$ cat src/rtl/id_stage_pkg.sv
// Shared decode constants, control-bit indices and decoded-entry layout for
// the decode stage and its pre-decoder.
package id_stage_pkg;

  localparam bit RestEn = 1'b1;

  localparam logic [5:0] OP_B     = 6'b010100;
  localparam logic [5:0] OP_BL    = 6'b010101;
  localparam logic [5:0] OP_JIRL  = 6'b010011;
  localparam logic [5:0] OP_BR_LO = 6'b010110;
  localparam logic [5:0] OP_BR_HI = 6'b011011;

  localparam logic [9:0] OP_LD_B   = 10'b0010100000;
  localparam logic [9:0] OP_LD_H   = 10'b0010100001;
  localparam logic [9:0] OP_LD_W   = 10'b0010100010;
  localparam logic [9:0] OP_ST_B   = 10'b0010100100;
  localparam logic [9:0] OP_ST_H   = 10'b0010100101;
  localparam logic [9:0] OP_ST_W   = 10'b0010100110;
  localparam logic [9:0] OP_ADDI_W = 10'b0000001010;

  localparam logic [6:0] OP_LU12I_W   = 7'b0001010;
  localparam logic [6:0] OP_PCADDU12I = 7'b0001110;

  localparam int CTRL_IS_B     = 0;
  localparam int CTRL_IS_BL    = 1;
  localparam int CTRL_IS_JIRL  = 2;
  localparam int CTRL_COND_BR  = 3;
  localparam int CTRL_IS_LOAD  = 4;
  localparam int CTRL_IS_STORE = 5;
  localparam int CTRL_INVALID  = 6;
  localparam int CTRL_RD_WE    = 7;

  localparam int ID_PC_LSB   = 72;
  localparam int ID_INST_LSB = 40;
  localparam int ID_IMM_LSB  = 8;
  localparam int ID_CTRL_LSB = 0;

  // Field order matches the id_bus layout, so an entry casts straight onto it.
  typedef struct packed {
    logic [31:0] pc;
    logic [31:0] inst;
    logic [31:0] imm;
    logic [7:0]  ctrl;
  } id_entry_t;

endpackage

$ cat src/rtl/id_decoder.sv
// Combinational pre-decoder: classifies an instruction and extracts its
// sign-extended immediate.
module id_decoder
  import id_stage_pkg::*;
(
  input  logic [31:0] inst_i,
  output logic [31:0] imm_o,
  output logic [7:0]  ctrl_o
);

  logic [5:0] op6;
  logic [6:0] op7;
  logic [9:0] op10;
  logic is_b, is_bl, is_jirl, cond_br, is_load, is_store;
  logic is_addi, is_lu12i, is_pcadd, invalid, rd_we;

  assign op6  = inst_i[31:26];
  assign op7  = inst_i[31:25];
  assign op10 = inst_i[31:22];

  assign is_b     = (op6 == OP_B);
  assign is_bl    = (op6 == OP_BL);
  assign is_jirl  = (op6 == OP_JIRL);
  assign cond_br  = (op6 >= OP_BR_LO) && (op6 <= OP_BR_HI);
  assign is_load  = op10 inside {OP_LD_B, OP_LD_H, OP_LD_W};
  assign is_store = op10 inside {OP_ST_B, OP_ST_H, OP_ST_W};
  assign is_addi  = (op10 == OP_ADDI_W);
  assign is_lu12i = (op7 == OP_LU12I_W);
  assign is_pcadd = (op7 == OP_PCADDU12I);

  assign invalid = ~(is_b | is_bl | is_jirl | cond_br | is_load | is_store |
                     is_addi | is_lu12i | is_pcadd);
  // Branches without a link and stores never write a register.
  assign rd_we   = is_bl | is_jirl | is_load | is_addi | is_lu12i | is_pcadd;

  assign ctrl_o = {rd_we, invalid, is_store, is_load, cond_br, is_jirl, is_bl, is_b};

  // NOTE: every always_comb output gets a default first so no path infers a latch.
  always_comb begin
    imm_o = '0;
    if (is_b | is_bl) begin
      imm_o = {{4{inst_i[9]}}, inst_i[9:0], inst_i[25:10], 2'b00};
    end else if (cond_br | is_jirl) begin
      imm_o = {{14{inst_i[25]}}, inst_i[25:10], 2'b00};
    end else if (is_addi | is_load | is_store) begin
      imm_o = {{20{inst_i[21]}}, inst_i[21:10]};
    end else if (is_lu12i | is_pcadd) begin
      imm_o = {inst_i[24:5], 12'b0};
    end
  end

endmodule

$ cat src/rtl/id_stage.sv
// Decode stage: 2-entry pre-decoded buffer between fetch and execute, with
// direct-jump (B/BL) resolution and a one-cycle redirect back to fetch.
module id_stage
  import id_stage_pkg::*;
#(
  parameter logic [31:0] RESET_PC = 32'h1C000000,
  parameter int          ID_BUS_W = 104
) (
  input  logic                clk,
  input  logic                reset,
  input  logic                if_valid,
  output logic                if_ready,
  input  logic [63:0]         if_bus,
  output logic                is_branch,
  output logic                flush,
  output logic [31:0]         dnpc,
  input  logic                ex_flush,
  output logic                id_valid,
  input  logic                id_ready,
  output logic [ID_BUS_W-1:0] id_bus
);

  logic [1:0]  count_q, count_d;
  logic        head_q, head_d;
  logic        tail_q, tail_d;
  logic        redir_q, redir_d;
  logic [31:0] dnpc_q, dnpc_d;
  id_entry_t   mem_q [2];
  id_entry_t   new_entry;
  logic        mem_we;
  logic        push, pop;
  logic [31:0] dec_imm;
  logic [7:0]  dec_ctrl;

  logic unused_reset_pc;
  assign unused_reset_pc = ^RESET_PC;

  id_decoder u_dec (
    .inst_i (if_bus[31:0]),
    .imm_o  (dec_imm),
    .ctrl_o (dec_ctrl)
  );

  assign new_entry = '{pc: if_bus[63:32], inst: if_bus[31:0], imm: dec_imm, ctrl: dec_ctrl};

  // Ready is register-only (plus reset) so execute's id_ready never reaches fetch.
  assign if_ready  = ~reset & (count_q < 2'd2) & ~redir_q;
  assign id_valid  = ~reset & (count_q != 2'd0);
  assign id_bus    = id_valid ? ID_BUS_W'(mem_q[head_q]) : '0;
  assign is_branch = ~reset & redir_q & ~ex_flush;
  assign flush     = is_branch;
  assign dnpc      = reset ? '0 : dnpc_q;

  assign push = if_valid & if_ready;
  assign pop  = id_valid & id_ready;

  always_comb begin
    count_d = count_q;
    head_d  = head_q;
    tail_d  = tail_q;
    redir_d = 1'b0;
    dnpc_d  = dnpc_q;
    mem_we  = 1'b0;
    if (ex_flush) begin
      count_d = '0;
      head_d  = 1'b0;
      tail_d  = 1'b0;
    end else begin
      if (push) begin
        mem_we = 1'b1;
        tail_d = ~tail_q;
        if (dec_ctrl[CTRL_IS_B] | dec_ctrl[CTRL_IS_BL]) begin
          redir_d = 1'b1;
          dnpc_d  = if_bus[63:32] + dec_imm;
        end
      end
      if (pop) head_d = ~head_q;
      case ({push, pop})
        2'b10:   count_d = count_q + 2'd1;
        2'b01:   count_d = count_q - 2'd1;
        default: count_d = count_q;
      endcase
    end
  end

  // NOTE: sequential state uses non-blocking assignments so every register
  // samples the pre-edge values regardless of block evaluation order.
  always_ff @(posedge clk) begin
    if (RestEn && reset) begin
      count_q <= '0;
      head_q  <= 1'b0;
      tail_q  <= 1'b0;
      redir_q <= 1'b0;
      dnpc_q  <= '0;
    end else begin
      count_q <= count_d;
      head_q  <= head_d;
      tail_q  <= tail_d;
      redir_q <= redir_d;
      dnpc_q  <= dnpc_d;
    end
  end

  // NOTE: entry storage is deliberately not reset; count gates every read.
  always_ff @(posedge clk) begin
    if (mem_we) mem_q[tail_q] <= new_entry;
  end

endmodule

$ cat config.mk
export PLATFORM = sky130hd
export DESIGN_NAME = id_stage
export DESIGN_NICKNAME = d
export VERILOG_FILES = /design/src/rtl/id_stage_pkg.sv /design/src/rtl/id_decoder.sv /design/src/rtl/id_stage.sv
export SDC_FILE = /design/constraint.sdc
export NUM_CORES = 1
export LEC_CHECK = 0
export ABC_AREA = 0
export ABC_CLOCK_PERIOD_IN_PS = 12500
export BUFFER_PORTS_ARGS = -buffer_cell sky130_fd_sc_hd__buf_2
export CAP_MARGIN = 10
export CORE_MARGIN = 8
export CORE_UTILIZATION = 40
export CTS_BUF_LIST = sky130_fd_sc_hd__clkbuf_8 sky130_fd_sc_hd__clkbuf_16
export CTS_CLUSTER_SIZE = 14
export DETAILED_ROUTE_END_ITERATION = 10
export PLACE_DENSITY = 0.66
export SYNTH_ARGS = -nofsm -noshare
export SYNTH_HDL_FRONTEND = slang
export SYNTH_SLANG_ARGS = --single-unit
$ cat constraint.sdc
create_clock -name clk -period 12.5 [get_ports clk]
set_input_delay 1.25 -clock clk [delete_from_list [all_inputs] [get_ports clk]]
set_output_delay 1.25 -clock clk [all_outputs]
set_load 0.05 [all_outputs]
==> metrics.txt, run 1 <==
outcome=completed; crit path cell chain=buf_2 > nand2b_1 > a2111oi_4 > o21a_2 > and2_1 > or2_1 > a21oi_1 > nor3_1 > ha_1 > a21o_1 > a21o_1 > a21o_1 > a21o_1 > a211oi_1 > o21ai_0 > a31oi_1 > xnor2_1 > mux2_2; Slowest-stage cell, CP=o21a_2; post-CTS resize count=0; RSZ-0062 raised after global routing=false; drt first pass iters=5; vias in the first global route=7949; clock sink total=246; NetSw=0.0004406 W; final wirelength=30.51 mm; initial core utilization=40.54%; CP required=12.91 ns; total gr overflow=0; #FFs+latches synth=246; routability cong.=0.8738; die width=186.3 um; Unique masters post-synth=65; Fin. Hold Viols=0; critical path class=in2reg; Final Max Slew Viols=0; max_cap viols=0; Port Buffers=208; post-placement cell count=1474; Initial DRC Count=643; Syn Area/Cell=12.56 um2; total chip power=0.001833 W; CP endpoint kind=register; die height=186.3 um; Vias/cell=5.191; PwrDens=133.0 nW/um2; worst relative slew slack=20.19%; final worst path period need=4.961 ns; Synth Flop Type=edfxtp_1; Most common cell on crit path=a21o_1; initial antenna violation count=4; HP Start=head_q$_SDFFE_PP0P_; Post-synth EDFFs=208; DP Wirelength=21.64 mm; htree depth=1; Layout Cells excl Fill=1522; Hold Path End=head_q$_SDFFE_PP0P_; Comb power frac=9.5%; CP bufs+invs=1; worst min path class=reg2reg; Setup violations, final=0; ys async rst share=0%; setup_tns=0 ns; Post-layout nets=1221; gr usage total=17.03%; Min Hold Slack=0.5509 ns; cell area after synthesis=11600 um2; R2R cell count=5; routed via count=7901; # rows=62; Antenna Violating Nets Remaining=0; critical path's largest stage delay=0.40 ns; Clock Power Share=40.9%; Final period util=39.69%; r2r endpoint=mem_q[0][56]$_DFFE_PP_; Hold-fix buffers, CTS=0; first-pass GRT wire length=46.91 mm; Layout area overhead=18.79%; die area=34720 um2; startpoint types=input port; io pins=209; worst r2r src=count_q[1]$_SDFFE_PP0P_; crit-path max FO=16; Setup Buffers After CTS=0; worst slew pin tran=1.197 ns; pin count of the biggest net entering global routing=100; post-synthesis sequential area ratio=60.38%; Worst Clk Skew=0.009083 ns; CP top delay family=compound AO/OA/AOI/OAI gates; share of layout cells above drive strength 1=26.10%; CORE AREA=28630 um2; n_diodes=0; Ys Warns=0; Hold Path Depth=2; DRC Markers=0; fmax=201.6 MHz; post-synthesis cell count=924; total leakage power=5.267 nW; wire per inst=20.05 um; syn nets=1026; register-to-register setup slack=9.51 ns; Crit path arrival time=5.37 ns; CTS Buf Count=27; clk buf depth=3; Seq pwr share=49.5%; most frequent cells in the layout=buf_2 (208), edfxtp_1 (208), nor2_1 (134), mux2i_1 (107), nand2_1 (43); CTS clock-pin slew for the worst setup and hold paths=0.07 ns; cell internal pwr=0.001392 W; Root Buffer=clkbuf_16; Worst VDD drop=0.00007204 V; latest clock arrival within the worst-skew pair=0.53 ns; CTS tree=done; Sw Share=24.04%
-- power by group through the flow --
| stage | Clock, W | Combinational [W] | Sequential [W] |
|---|---|---|---|
| 2_1_floorplan | 0 | 0.000118 | 0.000927 |
| 3_3_place_gp | 0 | 0.000172 | 0.000925 |
| 3_5_place_dp | 0 | 0.000174 | 0.000925 |
| 4_1_cts | 0.000768 | 0.000175 | 0.000908 |
| 5_1_grt | 0.000799 | 0.000190 | 0.000909 |
| 6_report | 0.000751 | 0.000174 | 0.000908 |
-- worst register-to-register path, cell delays in order, from the launching register on --
cell     delay, ns
dfxtp_1       0.33
nor3_1        0.23
nand2_1       0.19
nor3_2        0.46
buf_4         0.51
buf_4         0.82
-- how the worst max path moves through the flow --
stage	from	slack, ns	endpoint	depth (start not counted)
detailed placement	if_bus[28]	7.02	dnpc_q[25]$_SDFFE_PP0P_	18
finish	if_bus[28]	7.54	dnpc_q[30]$_SDFFE_PP0P_	18
global route	if_bus[28]	7.11	dnpc_q[25]$_SDFFE_PP0P_	18
floorplan	reset	2.01	mem_q[0][0]$_DFFE_PP_	3
CTS	if_bus[28]	7.57	dnpc_q[25]$_SDFFE_PP0P_	18
global placement	if_bus[28]	7.13	dnpc_q[25]$_SDFFE_PP0P_	18
-- final cells by class --
| type | instances | area, um2 |
|---|---|---|
| timing repair buffer | 217 | 1109 |
| fill | 2538 | 14840 |
| clock buffer | 27 | 675.6 |
| sequential | 246 | 7010 |
| clock inverter | 21 | 155.1 |
| multi-input combinational | 616 | 4313 |
| tap | 384 | 480.5 |
| inverter | 11 | 41.29 |
-- synthesized netlist by cell type, drive strengths merged (2+ instances only) --
library cell | instances | share of area [%]
o21a | 4 | 0.28
a22o | 9 | 0.68
nor4 | 3 | 0.22
nand3 | 7 | 0.30
mux2i | 107 | 9.2
buf | 24 | 1.3
or2 | 3 | 0.16
a21oi | 39 | 1.8
nor2b | 36 | 1.9
nor2 | 134 | 4.3
dfxtp | 38 | 6.6
edfxtp | 208 | 54
and3 | 3 | 0.16
ha | 32 | 3.5
nor3b | 3 | 0.19
xor2 | 14 | 1.1
mux2 | 17 | 1.6
and2 | 6 | 0.32
a211oi | 8 | 0.63
nor3 | 22 | 0.95
a221o | 5 | 0.43
o22ai | 2 | 0.16
nand4 | 4 | 0.22
xnor2 | 20 | 1.5
a21o | 18 | 1.2
nand2 | 43 | 1.4
nand2b | 8 | 0.43
o211ai | 4 | 0.34
inv | 11 | 0.36
or3 | 6 | 0.32
a31oi | 9 | 0.67
clkbuf | 27 | 0.94
o21ai | 35 | 1.5
-- state kept, by name (all words and copies together) (netlist names), named ones only --
signal / flops
head_q: 1
mem_q: 208
redir_q: 1
tail_q: 1
count_q: 2
dnpc_q: 32
-- metal layers --
layer	vias to the layer above	part of all wire [%]	track usage [%]
met3	57	6.2	3.747
met4	8	2.2	4.649
met5	-	0.18	0
li1	3773	-	-
met1	3805	46	23.04
met2	258	46	27.18
-- through the flow --
stage               instance area, um2  utilization, %  worst slack [ns]
finish                           13780           48.16             7.539
global route                     13780           48.16             7.111
CTS                              13780           48.16             7.565
detailed placement               12950           45.25             7.018
global placement                 12950           45.25             7.127
floorplan                        11600               -             2.011
-- kinds of logic (layout without fill, tap and decap cells) --
| group | count (synthesis) | after routing | share of synthesized area, % |
|---|---|---|---|
| buf+inv | 62 | 276 | 2.588 |
| fa+ha+maj | 33 | 33 | 3.623 |
| compound gates | 142 | 142 | 8.616 |
| mux | 124 | 124 | 10.88 |
| xor+xnor | 34 | 34 | 2.566 |
| flops | 246 | 246 | 60.38 |
| simple gates | 283 | 283 | 11.34 |
Note: power is estimated with default switching activity, not from simulation.
==> inputs of run 2 (changes only) <==
ABC_AREA = 1   (was 0)
ABC_CLOCK_PERIOD_IN_PS = 4600   (was 12500)
clock period = 4.6 ns   (was 12.5 ns; I/O delays follow)
==> run 2 against run 1 <==
Net effect:
- clock skew grew 0.0028 ns
- clock power grew 150%
- combinational power grew to 3.6 times the previous value
- first-iteration DRC count shrank 4.0%
- non-clock buffer count grew 6
- routed wire length grew 15%
- clock-buffer cell count is the same
- global-route usage grew 0.92 points
- setup slack lost 6.5 ns
- core utilization shrank 0.41 points
- via count grew 21%
- critical path type unchanged
- highest routed layer unchanged
==> metrics.txt, run 2 <==
first-pass GRT wire length=54.13 mm; setup_tns=0 ns; critical path class=in2reg; share of layout cells above drive strength 1=26.61%; crit path cell chain=buf_2 > inv_1 > nor2_2 > nand3_2 > nand2_1 > nor2_4 > nand2_2 > inv_2 > o21ai_0 > o211ai_1 > inv_1 > ha_1 > a21oi_1 > o21ai_0 > a21oi_1 > nand3_1 > nand2_1 > nand2_1 > nand2_1 > nand3_1 > o21ai_0 > inv_1; Unique masters post-synth=47; DP Wirelength=26.64 mm; Syn Area/Cell=9.742 um2; #FFs+latches synth=246; CTS clock-pin slew for the worst setup and hold paths=0.06 ns; total leakage power=7.328 nW; Slowest-stage cell, CP=ha_1; Most flops, register=mem_q; Synth top area share=49.06%; Layout area overhead=18.02%; Final Instance Area=15030 um2; Vias/cell=4.941; cell with the most instances after synthesis=inv_1; most frequent cells in the layout=inv_1 (264), nand2_1 (249), buf_2 (208), edfxtp_1 (208), mux2_2 (104); post-CTS resize count=0; CORE AREA=31470 um2; Post-synth EDFFs=208; Port Buffers=208; CP endpoint kind=register; cell area after synthesis=12730 um2; most common cell after layout, fill and taps aside=inv_1; pin count of the biggest net entering global routing=62; clk buf depth=3; max reg flops=208; io pins=209; final worst path period need=3.534 ns; Synth Flop Type=edfxtp_1; Fin. Hold Viols=0; total chip power=0.004971 W; htree depth=1; post-synth top area cell=edfxtp_1; HP Start=if_bus[58]; Initial DRC Count=617; latest clock arrival within the worst-skew pair=0.52 ns; cell internal pwr=0.003695 W; Setup violations, final=0; RSZ-0062 raised after global routing=false; n_diodes=0; vias in the first global route=9659; Post-layout nets=1619; CTS tree=done; die area=37800 um2; Top Registers=mem_q x208, dnpc_q x32, count_q x2; Antenna Violating Nets Remaining=0; Sw Share=25.66%; startpoint types=input port; post-synthesis sequential area ratio=55.03%; ys async rst share=0%; CP required=5.01 ns; Synth area leaders=edfxtp_1 (49%), mux2_2 (9.2%), inv_1 (7.6%); post-synthesis cell count=1307; crit-path max FO=18; worst relative slew slack=36.50%; Clock Power Share=37.7%; Setup Buffers After CTS=0; Final period util=76.82%; critical path's largest stage delay=0.37 ns; gr usage total=17.94%; post-placement cell area=14270 um2; clock sink total=246; syn nets=1409; Seq pwr share=49.6%; initial core utilization=40.45%; final wirelength=35.15 mm; NetSw=0.001276 W; Final Core Density=47.74%; fmax=283.0 MHz; Synth top cells by count=inv_1 (259), nand2_1 (249), edfxtp_1 (208), mux2_2 (104), nor2_1 (90); Most common cell on crit path=nand2_1; Worst Clk Skew=0.01184 ns; PwrDens=330.8 nW/um2; Final Max Slew Viols=0; drt first pass iters=5; Root Buffer=clkbuf_16; total gr overflow=0; max_cap viols=0; worst slew pin tran=0.9524 ns; Worst Setup SP=if_bus[28]; Crit path arrival time=3.94 ns; Comb power frac=12.6%; worst min path class=in2reg; # rows=65; Ys Warns=0; die height=194.4 um; initial antenna violation count=1; wire per inst=18.17 um; Worst VDD drop=0.0002353 V; outcome=completed; DRC Markers=0; die width=194.4 um; routed via count=9561; Hold-fix buffers, CTS=0; routability cong.=0.8894; worst r2r src=count_q[1]$_SDFFE_PP0P_; CTS Buf Count=26
==> run 2: changes by cell type in the layout (fill, tap and decap cells not counted), moves of 9 or more <==
cell,before,now
a21oi_1,37,57
nor2b_1,36,0
mux2i_1,107,0
nand3_1,7,39
inv_2,0,10
inv_1,12,264
nor3_1,21,9
a22o_1,9,0
nor2_1,134,88
mux2_2,17,104
xnor2_1,20,2
o21ai_0,18,65
nand2_1,43,249
==> run 2: kinds of logic after synthesis <==
| family | count (synthesis) | share of synthesized area, % |
|---|---|---|
| mux | 104 | 9.198 |
| flops | 246 | 55.03 |
| fa+ha+maj | 33 | 3.302 |
| xor+xnor | 8 | 0.5503 |
| simple gates | 425 | 14.22 |
| buf+inv | 311 | 9.699 |
| compound gates | 180 | 7.999 |
==> run 2: final cells by class <==
cell class / instances / area [um2]
fill: 3021 / 16450
sequential: 246 / 7010
multi-input combinational: 750 / 4517
clock inverter: 17 / 78.83
timing repair buffer: 223 / 1229
tap: 402 / 503.0
inverter: 270 / 1013
clock buffer: 27 / 675.6
==> run 2: critical path, delay by kind of cell <==
family | cells | cell delay (ns)
AND/OR/NAND/NOR | 10 | 1.42
buffers and inverters | 5 | 0.66
adder cells (fa/ha/maj) | 1 | 0.37
AO/OA/AOI/OAI | 6 | 1.02
==> run 2: power by group through the flow <==
stage	sequential [W]	clock [W]	combinational, W
after detailed placement	0.00252	0	0.000623
after global placement	0.00251	0	0.000621
after CTS	0.00247	0.00191	0.000627
final	0.00247	0.00187	0.000628
after global routing	0.00247	0.00200	0.000694
after floorplan	0.00252	0	0.000407
==> run 2: worst paths after layout <==
kind,to,slack (ns),depth (start not counted)
min reg2reg,tail_q$_SDFFE_PP0P_,0.48,2
min,mem_q[1][98]$_DFFE_PP_,0.16,1
max reg2reg,count_q[1]$_SDFFE_PP0P_,2.12,11
max,dnpc_q[28]$_SDFFE_PP0P_,1.07,22
==> run 2: stage by stage <==
stage	hold slack, ns	setup slack [ns]	instances
floorplan	0.4392	0.08854	1307
global placement	0.4478	0.6494	1891
detailed placement	0.4716	0.5846	1891
CTS	0.1345	1.124	1935
global route	0.1452	0.7575	1935
finish	0.1588	1.066	1935
==> run 2: metal layers <==
metal / track usage (%) / vias up / wire (um)
met1: 24.12 / 4548 / 15830
li1: - / 4710 / -
met4: 3.395 / 2 / 553
met2: 29.81 / 257 / 16450
met5: 0 / - / 13
met3: 3.697 / 44 / 2302
==> inputs of run 3 (changes only) <==
ABC_CLOCK_PERIOD_IN_PS = 2900   (was 4600)
PLACE_DENSITY = 0.68   (was 0.66)
clock period = 2.9 ns   (was 4.6 ns; I/O delays follow)
==> run 3 against run 2 <==
Net effect:
- clock skew is 0.0073 ns higher
- via count is 8.1% higher
- routed wire length is 6.9% higher
- worst hold slack worse by 0.14 ns
- design area is 13% higher
- combinational power is 110% higher
- sequential share of layout area is 5.3 points lower
- core utilization is 6.1 points higher
- critical path type unchanged
==> metrics.txt, run 3 (same netlist as run 2, synthesis figures left out) <==
outcome=completed; Top Registers=mem_q x208, dnpc_q x32, count_q x2; Min Hold Slack=0.01863 ns; Final Max Slew Viols=0; Fin. Hold Viols=0; Vias/cell=4.870; Root Buffer=clkbuf_16; Crit path arrival time=3.16 ns; initial antenna violation count=2; final worst path period need=2.740 ns; pin count of the biggest net entering global routing=49; vias in the first global route=10440; max reg flops=208; routability cong.=0.9004; latest clock arrival within the worst-skew pair=0.54 ns; Layout area overhead=33.04%; startpoint types=input port; wire per inst=17.71 um; share of layout cells above drive strength 1=34.07%; worst min path class=in2reg; Most common cell on crit path=inv_1; total leakage power=8.315 nW; CTS Buf Count=27; Final Instance Area=16940 um2; most frequent cells in the layout=inv_1 (263), nand2_1 (245), edfxtp_1 (208), buf_2 (207), buf_4 (148); initial core utilization=40.45%; htree depth=1; total gr overflow=0; Layout Cells excl Fill=2123; critical path class=in2reg; post-placement cell area=15350 um2; post-placement cell count=2031; io pins=209; PwrDens=526.1 nW/um2; Setup violations, final=0; CP required=3.32 ns; Worst VDD drop=0.0005039 V; CP endpoint kind=register; Slowest-stage cell, CP=dlygate4sd3_1; DRC Markers=0; Most flops, register=mem_q; # rows=65; CTS tree=done; clk buf depth=3; final wirelength=37.59 mm; DP Wirelength=28.06 mm; routed via count=10340; Initial DRC Count=589; Post-layout nets=1803; Final Core Density=53.82%; die area=37800 um2; critical path's largest stage delay=0.56 ns; worst slew pin tran=0.6165 ns; max_cap viols=0; CTS clock-pin slew for the worst setup and hold paths=0.06 ns; crit-path max FO=4; drt first pass iters=4; first-pass GRT wire length=57.21 mm; fmax=365.0 MHz; worst relative slew slack=58.80%; CORE AREA=31470 um2; Port Buffers=208; die height=194.4 um; # fillers=2801; clock sink total=246; Antenna Violating Nets Remaining=0; total chip power=0.008912 W; die width=194.4 um; most common cell after layout, fill and taps aside=inv_1; crit path cell chain=dlygate4sd3_1 > buf_2 > inv_1 > o21ai_0 > o211ai_1 > inv_1 > ha_1 > buf_4 > nand2_1 > nor4_1 > buf_4 > nand3_1 > nand2_1 > nor2_1 > o21ai_1 > inv_1; Worst Clk Skew=0.01914 ns; Final period util=94.48%; gr usage total=18.97%
## run 3: cell types whose count changed in the layout (fill, tap and decap cells not counted), moves of 3 or more
cell,delta
buf_4,+139
dlygate4sd3_1,+42
a21oi_1,-8
a21oi_2,+8
bufinv_16,+7
ha_1,-7
ha_4,+6
o22ai_1,-6
o22ai_2,+5
nand2_1,-4
o21ai_0,-4
nand2_2,+3
## run 3: repair_timing
action                                  4_1_cts  5_1_grt
endpoints found under the setup margin        4       23
cloned                                        0        0
endpoints found under the hold margin        77        6
pin swaps                                     0        1
resized for setup                             1       41
setup buffers                                 0        1
hold buffers                                 39        3
## run 3: per-layer routing
layer	wire length, um	GRT usage, %	part of all wire, %	vias to the layer above
li1	-	-	-	5084
met1	16560	24.64	44	4877
met2	17700	31.79	47	332
met3	2634	4.215	7.0	44
met4	682	4.639	1.8	2
met5	13	0	0.035	-
## run 3: path summary, 6_finish.rpt
check | start | to | slack [ns] | depth (start not counted)
worst max-delay path | if_bus[12] | dnpc_q[29]$_SDFFE_PP0P_ | 0.16 | 16
worst min-delay path | if_bus[50] | mem_q[1][90]$_DFFE_PP_ | 0.02 | 1
worst max register to register | count_q[1]$_SDFFE_PP0P_ | dnpc_q[8]$_SDFFE_PP0P_ | 0.94 | 10
worst min register to register | tail_q$_SDFFE_PP0P_ | tail_q$_SDFFE_PP0P_ | 0.46 | 2
## run 3: worst max-delay path: cells and delay by family
kind / cells / cell delay [ns]
adder cells (fa/ha/maj): 1 / 0.34
AND/OR/NAND/NOR: 5 / 0.77
AO/OA/AOI/OAI: 3 / 0.38
buffers and inverters: 7 / 1.39
## run 3: area by class of cell
class	count	area, um2	area share [%]
clock buffer	27	675.6	3.989
sequential	246	7010	41.39
tap	402	503.0	2.969
clock inverter	21	274.0	1.618
multi-input combinational	750	4721	27.87
inverter	270	1017	6.005
antenna	1	2.502	0.01477
timing repair buffer	406	2735	16.15
## run 3: report_power, final
group | leakage, nW | switching [W] | internal, W
Clock | 0.483 | 0.00138 | 0.00230
Sequential | 2.21 | 0.0000133 | 0.00390
Combinational | 5.62 | 0.000777 | 0.000539
Total | 8.32 | 0.00217 | 0.00674
## run 3: through the flow
step,setup slack [ns],TNS [ns]
finish,0.1600,0
CTS,0.02597,0
detailed placement,-0.6541,-11.78
global placement,-0.6118,-10.09
floorplan,-0.2374,-47.21
global route,-0.008819,-0.01971
